===== config.mk =====
export PLATFORM = sky130hd
export DESIGN_NAME = btn_conditioner
export DESIGN_NICKNAME = d
export VERILOG_FILES = /design/src/rtl/btn_conditioner.sv
export SDC_FILE = /design/constraint.sdc
export NUM_CORES = 1
export LEC_CHECK = 0
export ABC_AREA = 1
export CAP_MARGIN = 25
export CORE_AREA = 2 2 99 101
export DETAILED_ROUTE_END_ITERATION = 7
export DIE_AREA = 0 0 101 103
export PLACE_DENSITY = 0.52
export SLEW_MARGIN = 20
export SYNTH_ARGS = -nofsm -noshare
export SYNTH_HDL_FRONTEND = slang
export SYNTH_SLANG_ARGS = --single-unit
export TNS_END_PERCENT = 20

===== constraint.sdc =====
create_clock -name hwclk -period 2.05 [get_ports hwclk]
set_input_delay 0.3075 -clock hwclk [delete_from_list [all_inputs] [get_ports hwclk]]
set_output_delay 0.3075 -clock hwclk [all_outputs]
set_load 0.01 [all_outputs]

===== src/rtl/btn_conditioner.sv =====
// Push-button conditioner: 2-FF synchronizer, counter debouncer and press/release/long-press event FSM.
// Define BTN_CONDITIONER_REPEAT_EN to enable the auto-repeat pulse while the button is held in LONG.
module btn_conditioner #(
  parameter int DEBOUNCE_CYCLES = 120000,
  parameter int LONG_CYCLES     = 12000000,
  parameter int REPEAT_CYCLES   = 2400000,
  parameter bit BTN_ACTIVE_LOW  = 1'b0
) (
  input  logic hwclk,
  input  logic reset_btn,
  input  logic btn_in,
  output logic btn_level,
  output logic btn_press,
  output logic btn_release,
  output logic btn_long,
  output logic btn_repeat
);

  localparam int DW = $clog2(DEBOUNCE_CYCLES + 1);
  localparam int HW = $clog2(LONG_CYCLES + 1);
  localparam logic [DW-1:0] DEB_LAST  = DW'(DEBOUNCE_CYCLES - 1);
  localparam logic [HW-1:0] HOLD_FIRE = HW'(LONG_CYCLES - 2);

  localparam logic [1:0] IDLE = 2'd0;
  localparam logic [1:0] HELD = 2'd1;
  localparam logic [1:0] LONG = 2'd2;

  if (DEBOUNCE_CYCLES < 1 || LONG_CYCLES <= DEBOUNCE_CYCLES || REPEAT_CYCLES < 1) begin : g_bad_params
    $error("btn_conditioner: illegal parameter combination");
  end

  logic            sync1;
  logic            sync2;
  logic            s;
  logic [DW-1:0]   deb_cnt;
  logic            accept;
  logic            rise;
  logic            fall;
  logic [1:0]      state;
  logic [HW-1:0]   hold_cnt;

  always_ff @(posedge hwclk or posedge reset_btn) begin
    if (reset_btn) begin
      sync1 <= BTN_ACTIVE_LOW;
      sync2 <= BTN_ACTIVE_LOW;
    end else begin
      sync1 <= btn_in;
      sync2 <= sync1;
    end
  end

  assign s = sync2 ^ BTN_ACTIVE_LOW;

  // The level flips on the edge where the count of differing cycles completes.
  assign accept = (s != btn_level) && (deb_cnt == DEB_LAST);
  assign rise   = accept && !btn_level;
  assign fall   = accept && btn_level;

  always_ff @(posedge hwclk or posedge reset_btn) begin
    if (reset_btn) begin
      deb_cnt   <= '0;
      btn_level <= 1'b0;
    end else if (s == btn_level) begin
      deb_cnt <= '0;
    end else if (accept) begin
      deb_cnt   <= '0;
      btn_level <= ~btn_level;
    end else begin
      deb_cnt <= deb_cnt + 1'b1;
    end
  end

  always_ff @(posedge hwclk or posedge reset_btn) begin
    if (reset_btn) begin
      state       <= IDLE;
      hold_cnt    <= '0;
      btn_press   <= 1'b0;
      btn_release <= 1'b0;
      btn_long    <= 1'b0;
    end else begin
      btn_press   <= 1'b0;
      btn_release <= 1'b0;
      btn_long    <= 1'b0;
      case (state)
        IDLE: begin
          if (rise) begin
            state     <= HELD;
            hold_cnt  <= '0;
            btn_press <= 1'b1;
          end
        end
        HELD: begin
          // A release on the same edge as the long-press threshold wins.
          if (fall) begin
            state       <= IDLE;
            hold_cnt    <= '0;
            btn_release <= 1'b1;
          end else if (hold_cnt == HOLD_FIRE) begin
            state    <= LONG;
            hold_cnt <= hold_cnt + 1'b1;
            btn_long <= 1'b1;
          end else begin
            hold_cnt <= hold_cnt + 1'b1;
          end
        end
        LONG: begin
          if (fall) begin
            state       <= IDLE;
            hold_cnt    <= '0;
            btn_release <= 1'b1;
          end
        end
        default: begin
          state    <= IDLE;
          hold_cnt <= '0;
        end
      endcase
    end
  end

`ifdef BTN_CONDITIONER_REPEAT_EN
  localparam int RW = $clog2(REPEAT_CYCLES + 1);
  localparam logic [RW-1:0] REP_LAST = RW'(REPEAT_CYCLES - 1);

  logic [RW-1:0] rep_cnt;

  always_ff @(posedge hwclk or posedge reset_btn) begin
    if (reset_btn) begin
      rep_cnt    <= '0;
      btn_repeat <= 1'b0;
    end else begin
      btn_repeat <= 1'b0;
      if (state == LONG && !fall) begin
        if (rep_cnt == REP_LAST) begin
          rep_cnt    <= '0;
          btn_repeat <= 1'b1;
        end else begin
          rep_cnt <= rep_cnt + 1'b1;
        end
      end else begin
        rep_cnt <= '0;
      end
    end
  end
`else
  assign btn_repeat = 1'b0;
`endif

endmodule


Word level (Yosys, flattened, before mapping)
Index checks and enable logic that the tools add are counted.
Storage, ports and cells
  register bits after elaboration: 49
  output and inout port bits: 5
  logic and storage cells: 49
Operators by class
  add/sub/neg operators: 2
  eq/ne operators: 9
  multiplexer cells: 18
  bitwise gates (word level): 2
  reduce and logical (&&, ||, !) cells: 9
Operators by type and width (count)
  24-bit 2-to-1 mux: 3
  24-bit one-hot mux with 3 select lines: 1
  17-bit 2-to-1 mux: 2
  24-bit by 1-bit adder with 24-bit output (second input constant): 1
  24-bit equality test (second input constant): 1
  17-bit by 1-bit adder with 17-bit output (second input constant): 1
  17-bit equality test (second input constant): 1
  2-bit 2-to-1 mux: 4
  1-bit 2-to-1 mux: 7
  2-bit one-hot mux with 3 select lines: 1
  2-bit inequality test (second input constant): 2
  2-bit AND reduction: 2
  1-bit logical AND: 3
  3-bit inequality test (second input constant): 1
  3-bit AND reduction: 1
  2-bit by 1-bit equality test with 1-bit output (second input constant): 1
  2-bit equality test (second input constant): 1
  2-bit logical NOT: 1
  1-bit inverter: 2
  2-bit OR reduction: 1
  1-bit equality test: 1
  1-bit logical NOT: 1
  1-bit inequality test: 1

Longest topological paths before layout
  depth after elaboration: 5
  gate-level depth with buffers: 12
  gate-level depth less buffers: 11

Worst setup path after synthesis
OpenSTA, ideal clock, no wires.
  path kind: reg2reg
  from: register deb_cnt[0]
  to: register hold_cnt[8]
  library setup time: 0.123 ns
  arrival time: 1.569 ns
  setup slack: 0.357 ns
  stages on the path, launching flop included: 13
  path buffers: 2
  path through: dfrtp_1 > ha_1 > nand2_1 > nor2_1 > nand2_1 > nor2_1 > nand3_1 > nand2_2 > nand2_2 > buf_6 > buf_6 > nand2_1 > o21ai_1
On the way
  word-level cells in the longest chain between the ends: 5
  elaborated cells between the ends (all ways): 9
  classes of those cells: 3 x eq/ne; 2 x mux; 4 x reduce/logical
RTL lines
  start, declared: line 35  | logic [DW-1:0] deb_cnt;
  start signal, assigned: line 69  | deb_cnt <= deb_cnt + 1'b1;
  17-bit equality test *: line 55  | assign accept = (s != btn_level) && (deb_cnt == DEB_LAST);
  1-bit logical AND *: line 55
  1-bit logical AND, on equally long branches: line 57, 56
  24-bit 2-to-1 mux / 2-bit inequality test (equally long branches)
  24-bit one-hot mux with 3 select lines / 2-bit AND reduction (equally long branches)
  end signal, assigned: line 100  | hold_cnt <= hold_cnt + 1'b1;
  end signal, assigned: line 103  | hold_cnt <= hold_cnt + 1'b1;
  end, declared: line 40  | logic [HW-1:0] hold_cnt;
Every way passes the cells marked *; elsewhere a longest branch is shown, timed or not.
A chain may end at the register's enable or synchronous reset.

Worst setup path in the final report
  from: register btn_level
  to: register hold_cnt[23]
On the way
  word-level cells in the longest chain between the ends: 5
  elaborated cells between the ends (all ways): 10
  classes of those cells: 3 x eq/ne; 2 x mux; 5 x reduce/logical
RTL lines
  start, declared: line 12  | output logic btn_level,
  start signal, assigned: line 67  | btn_level <= ~btn_level;
  1-bit inequality test: line 55
  1-bit logical AND: line 55
  1-bit logical AND, on equally long branches: line 57, 56
  24-bit 2-to-1 mux / 2-bit inequality test (equally long branches)
  24-bit one-hot mux with 3 select lines / 2-bit AND reduction (equally long branches)
Parallel ways exist; a longest one is shown, timed or not.

==> results.sh <==
export IMPL_status="finished clean"
export IMPL_crit_path_end_kind="register"
export IMPL_hold_violations=0
export IMPL_cts_hold_buf=0
export IMPL_syn_instance_count=422
export IMPL_yosys_cell_types_count=29
export IMPL_io_buffers=6
export IMPL_cpMaxStageDelayCell="dfrtp_1"
export IMPL_cp_data_arrival_time_ns=2.00
export IMPL_place_gp_congestion=0.8898
export IMPL_wire_per_inst_um=12.40
export IMPL_p_int_w=0.001386
export IMPL_crit_required_ns=2.25
export IMPL_dr_pass1_iters=4
export IMPL_synthTopCellsByArea="dfrtp_1 41%, nand2_1 15%, nor2_1 9.2%"
export IMPL_yosys_area_top_type="dfrtp_1"
export IMPL_post_place_cells=544
export IMPL_grt_pass1_wl_um=11680
export IMPL_syn_cell_area_sq_um=3022
export IMPL_grt_max_degree=50
export IMPL_grt_use_total_pct=14.11
export IMPL_startpoint_type="register"
export IMPL_rsz0062_at_grt="no"
export IMPL_cp_top_family="simple AND/OR/NAND/NOR gates"
export IMPL_cts_buffers=5
export IMPL_seq_power_share_pct=55.8
export IMPL_die_x_um=101
export IMPL_ys_seq_elements=49
export IMPL_period_share_pct=87.55
export IMPL_clock_skew_ns=0.009520
export IMPL_drv_cap=0
export IMPL_layout_min_cycle_time_ns=1.795
export IMPL_clockRootBuffer="clkbuf_8"
export IMPL_regArea_sq_um=1226
export IMPL_start_util_pct=31.94
export IMPL_multi_input_area_sq_um=1598
export IMPL_combPwrFrac_pct=2.8
export IMPL_die_h_um=103
export IMPL_synth_most_common_cell="nand2_1"
export IMPL_worstHoldPathType="in2async"
export IMPL_switchingPower_w=0.0003648
export IMPL_dieArea_sq_um=10400
export IMPL_clk_latency_ns=0.31
export IMPL_synth_seq_area_share_pct=40.58
export IMPL_antenna_found_initial=0
export IMPL_ios=8
export IMPL_synth_top_cell_area_share_pct=40.58
export IMPL_antenna_cells=0
export IMPL_syn_nets=431
export IMPL_ir_worst_vdd_uv=247.7
export IMPL_netlist_top_cells_count="124 x nand2_1, 74 x nor2_1, 49 x dfrtp_1"
export IMPL_max_stage_delay_ns=0.48
export IMPL_routed_via_density=4.761
export IMPL_swShare_pct=20.84
export IMPL_final_util_pct=35.70
export IMPL_routed_wl_um=6843
export IMPL_synthArstFlopShare_pct=100.0
export IMPL_ys_flop_type="dfrtp_1"
export IMPL_drv_slew=0
export IMPL_postCtsSetupBuffers=0
export IMPL_layout_drive_gt1_share_pct=5.708
export IMPL_vias=2628
export IMPL_worstPathMaxFanout=10
export IMPL_path_clk_slew_ns=0.09
export IMPL_fillCellCount=1029
export IMPL_fmax_mhz=557.2
export IMPL_p_clk_share_pct=41.4
export IMPL_overflow=0
export IMPL_synthToLayoutAreaGrowth_pct=11.76
export IMPL_cts_resized=0
export IMPL_setup_tns_ns=0
export IMPL_design_core_area_sq_um=9459
export IMPL_postRouteAntennaNets=0
export IMPL_drc=0
export IMPL_synth_edf_count=0
export IMPL_critPathBufInv=1
export IMPL_h_tree_depth=2
export IMPL_grt_pass1_vias=2452
export IMPL_finalSetupViolations=0
export IMPL_p_leak_nw=1.403
export IMPL_avgSynthCellArea_sq_um=7.160
export IMPL_worst_setup_path_type="reg2reg"
export IMPL_yosys_warnings=0
export IMPL_layoutNonFillerInstCount=552
export IMPL_cts_tree="built"
export IMPL_cts_sinks=49
export IMPL_hpwl_um=5124
export IMPL_clockBufferDepth=2
export IMPL_num_rows=36
export IMPL_nNetsFinal=446
export IMPL_crit_chain="xnor2_2 -> nor2_2 -> nand3_1 -> nand2_2 -> nand2_2 -> clkinv_1 -> nand3_1 -> nand2_1"
export IMPL_p_per_area_nw_per_um2=518.3
export IMPL_drtIter0Drc=174
-- flip-flops by register name, summed over array words and instances, names as in the netlist --
signal	count
btn_release	1
sync1	1
deb_cnt	17
hold_cnt	24
btn_press	1
btn_level	1
state	2
btn_long	1
s	1
-- final timing paths --
| check | from | to | slack [ns] | depth (start not counted) |
|---|---|---|---|---|
| max in group asynchronous | reset_btn | deb_cnt[9] | 1.46 | 3 |
| worst max register to register | btn_level | hold_cnt[23] | 0.26 | 8 |
| worst max-delay path | btn_level | hold_cnt[23] | 0.26 | 8 |
| worst min register to register | sync1 | s | 0.37 | 0 |
| min in group hwclk | sync1 | s | 0.37 | 0 |
| worst min-delay path | reset_btn | deb_cnt[4] | 0.36 | 3 |
-- cells by family (layout without fill, tap and decap cells) --
logic type	after synthesis	after routing	synth area share (%)
AND/OR/NAND/NOR	273	273	39.09
flip-flops	49	49	40.58
AO/OA/AOI/OAI	26	26	4.679
buffers and inverters	46	62	6.708
other	1	1	0.1241
XOR/XNOR	21	21	6.336
adder cells (fa/ha/maj)	6	6	2.484
-- cell type report --
| type | instances | area share, % |
|---|---|---|
| inverters | 37 | 4.113 |
| clock buffers | 7 | 2.557 |
| well taps | 114 | 4.224 |
| repair buffers | 17 | 4.594 |
| flip-flops and latches | 49 | 36.31 |
| multi-input cells | 327 | 47.31 |
| clock inverters | 1 | 0.8892 |
-- cell usage in the layout, fill, tap and decap left out, types with 2 or more instances in the layout --
| master | Yosys | routed |
|---|---|---|
| a21oi_1 | 2 | 2 |
| a31oi_1 | 3 | 3 |
| buf_4 | 1 | 10 |
| clkbuf_8 | 0 | 6 |
| clkdlybuf4s50_1 | 0 | 6 |
| dfrtp_1 | 49 | 49 |
| ha_1 | 6 | 6 |
| inv_1 | 36 | 35 |
| nand2_1 | 124 | 124 |
| nand2_2 | 2 | 2 |
| nand3_1 | 36 | 36 |
| nand3b_1 | 11 | 11 |
| nand4_1 | 5 | 5 |
| nor2_1 | 74 | 72 |
| nor2_2 | 1 | 3 |
| nor3_1 | 10 | 10 |
| nor3b_1 | 8 | 8 |
| o21a_1 | 2 | 2 |
| o21ai_0 | 6 | 6 |
| o21ai_1 | 12 | 12 |
| xnor2_1 | 2 | 2 |
| xor2_1 | 18 | 18 |
-- metrics by stage --
stage / area, sq um / setup slack, ns / hold WS [ns] / total power (W)
floorplan: 3022 / 0.3572 / 0.3312 / 0.001027
global placement: 3256 / 0.2437 / 0.3419 / 0.001046
detailed placement: 3256 / 0.2016 / 0.3425 / 0.001047
CTS: 3372 / 0.1732 / 0.3722 / 0.001784
global route: 3377 / 0.01828 / 0.3843 / 0.001837
finish: 3377 / 0.2552 / 0.3645 / 0.001750
-- worst register-to-register path: stages (launching register included) --
cell	delay, ns
dfrtp_1	0.48
xnor2_2	0.35
nor2_2	0.08
nand3_1	0.14
nand2_2	0.08
nand2_2	0.08
clkinv_1	0.24
nand3_1	0.17
nand2_1	0.06
-- per-layer routing --
metal | GRT usage, % | wire [um] | up-vias | part of all wire (%)
li1 | - | - | 1371 | -
met1 | 20.81 | 3600 | 1196 | 53
met2 | 21.79 | 2860 | 57 | 42
met3 | 2.034 | 321 | 4 | 4.7
met4 | 3.534 | 61 | 0 | 0.89
met5 | 0 | 0 | - | 0
-- power by group through the flow --
stage	Sequential [W]	Clock, W	Combinational (W)
floorplan	0.000995	0	0.0000320
global placement	0.000995	0	0.0000507
detailed placement	0.000996	0	0.0000514
CTS	0.000977	0.000756	0.0000514
global route	0.000978	0.000801	0.0000576
finish	0.000976	0.000725	0.0000487
(Power assumes the default switching activity.)
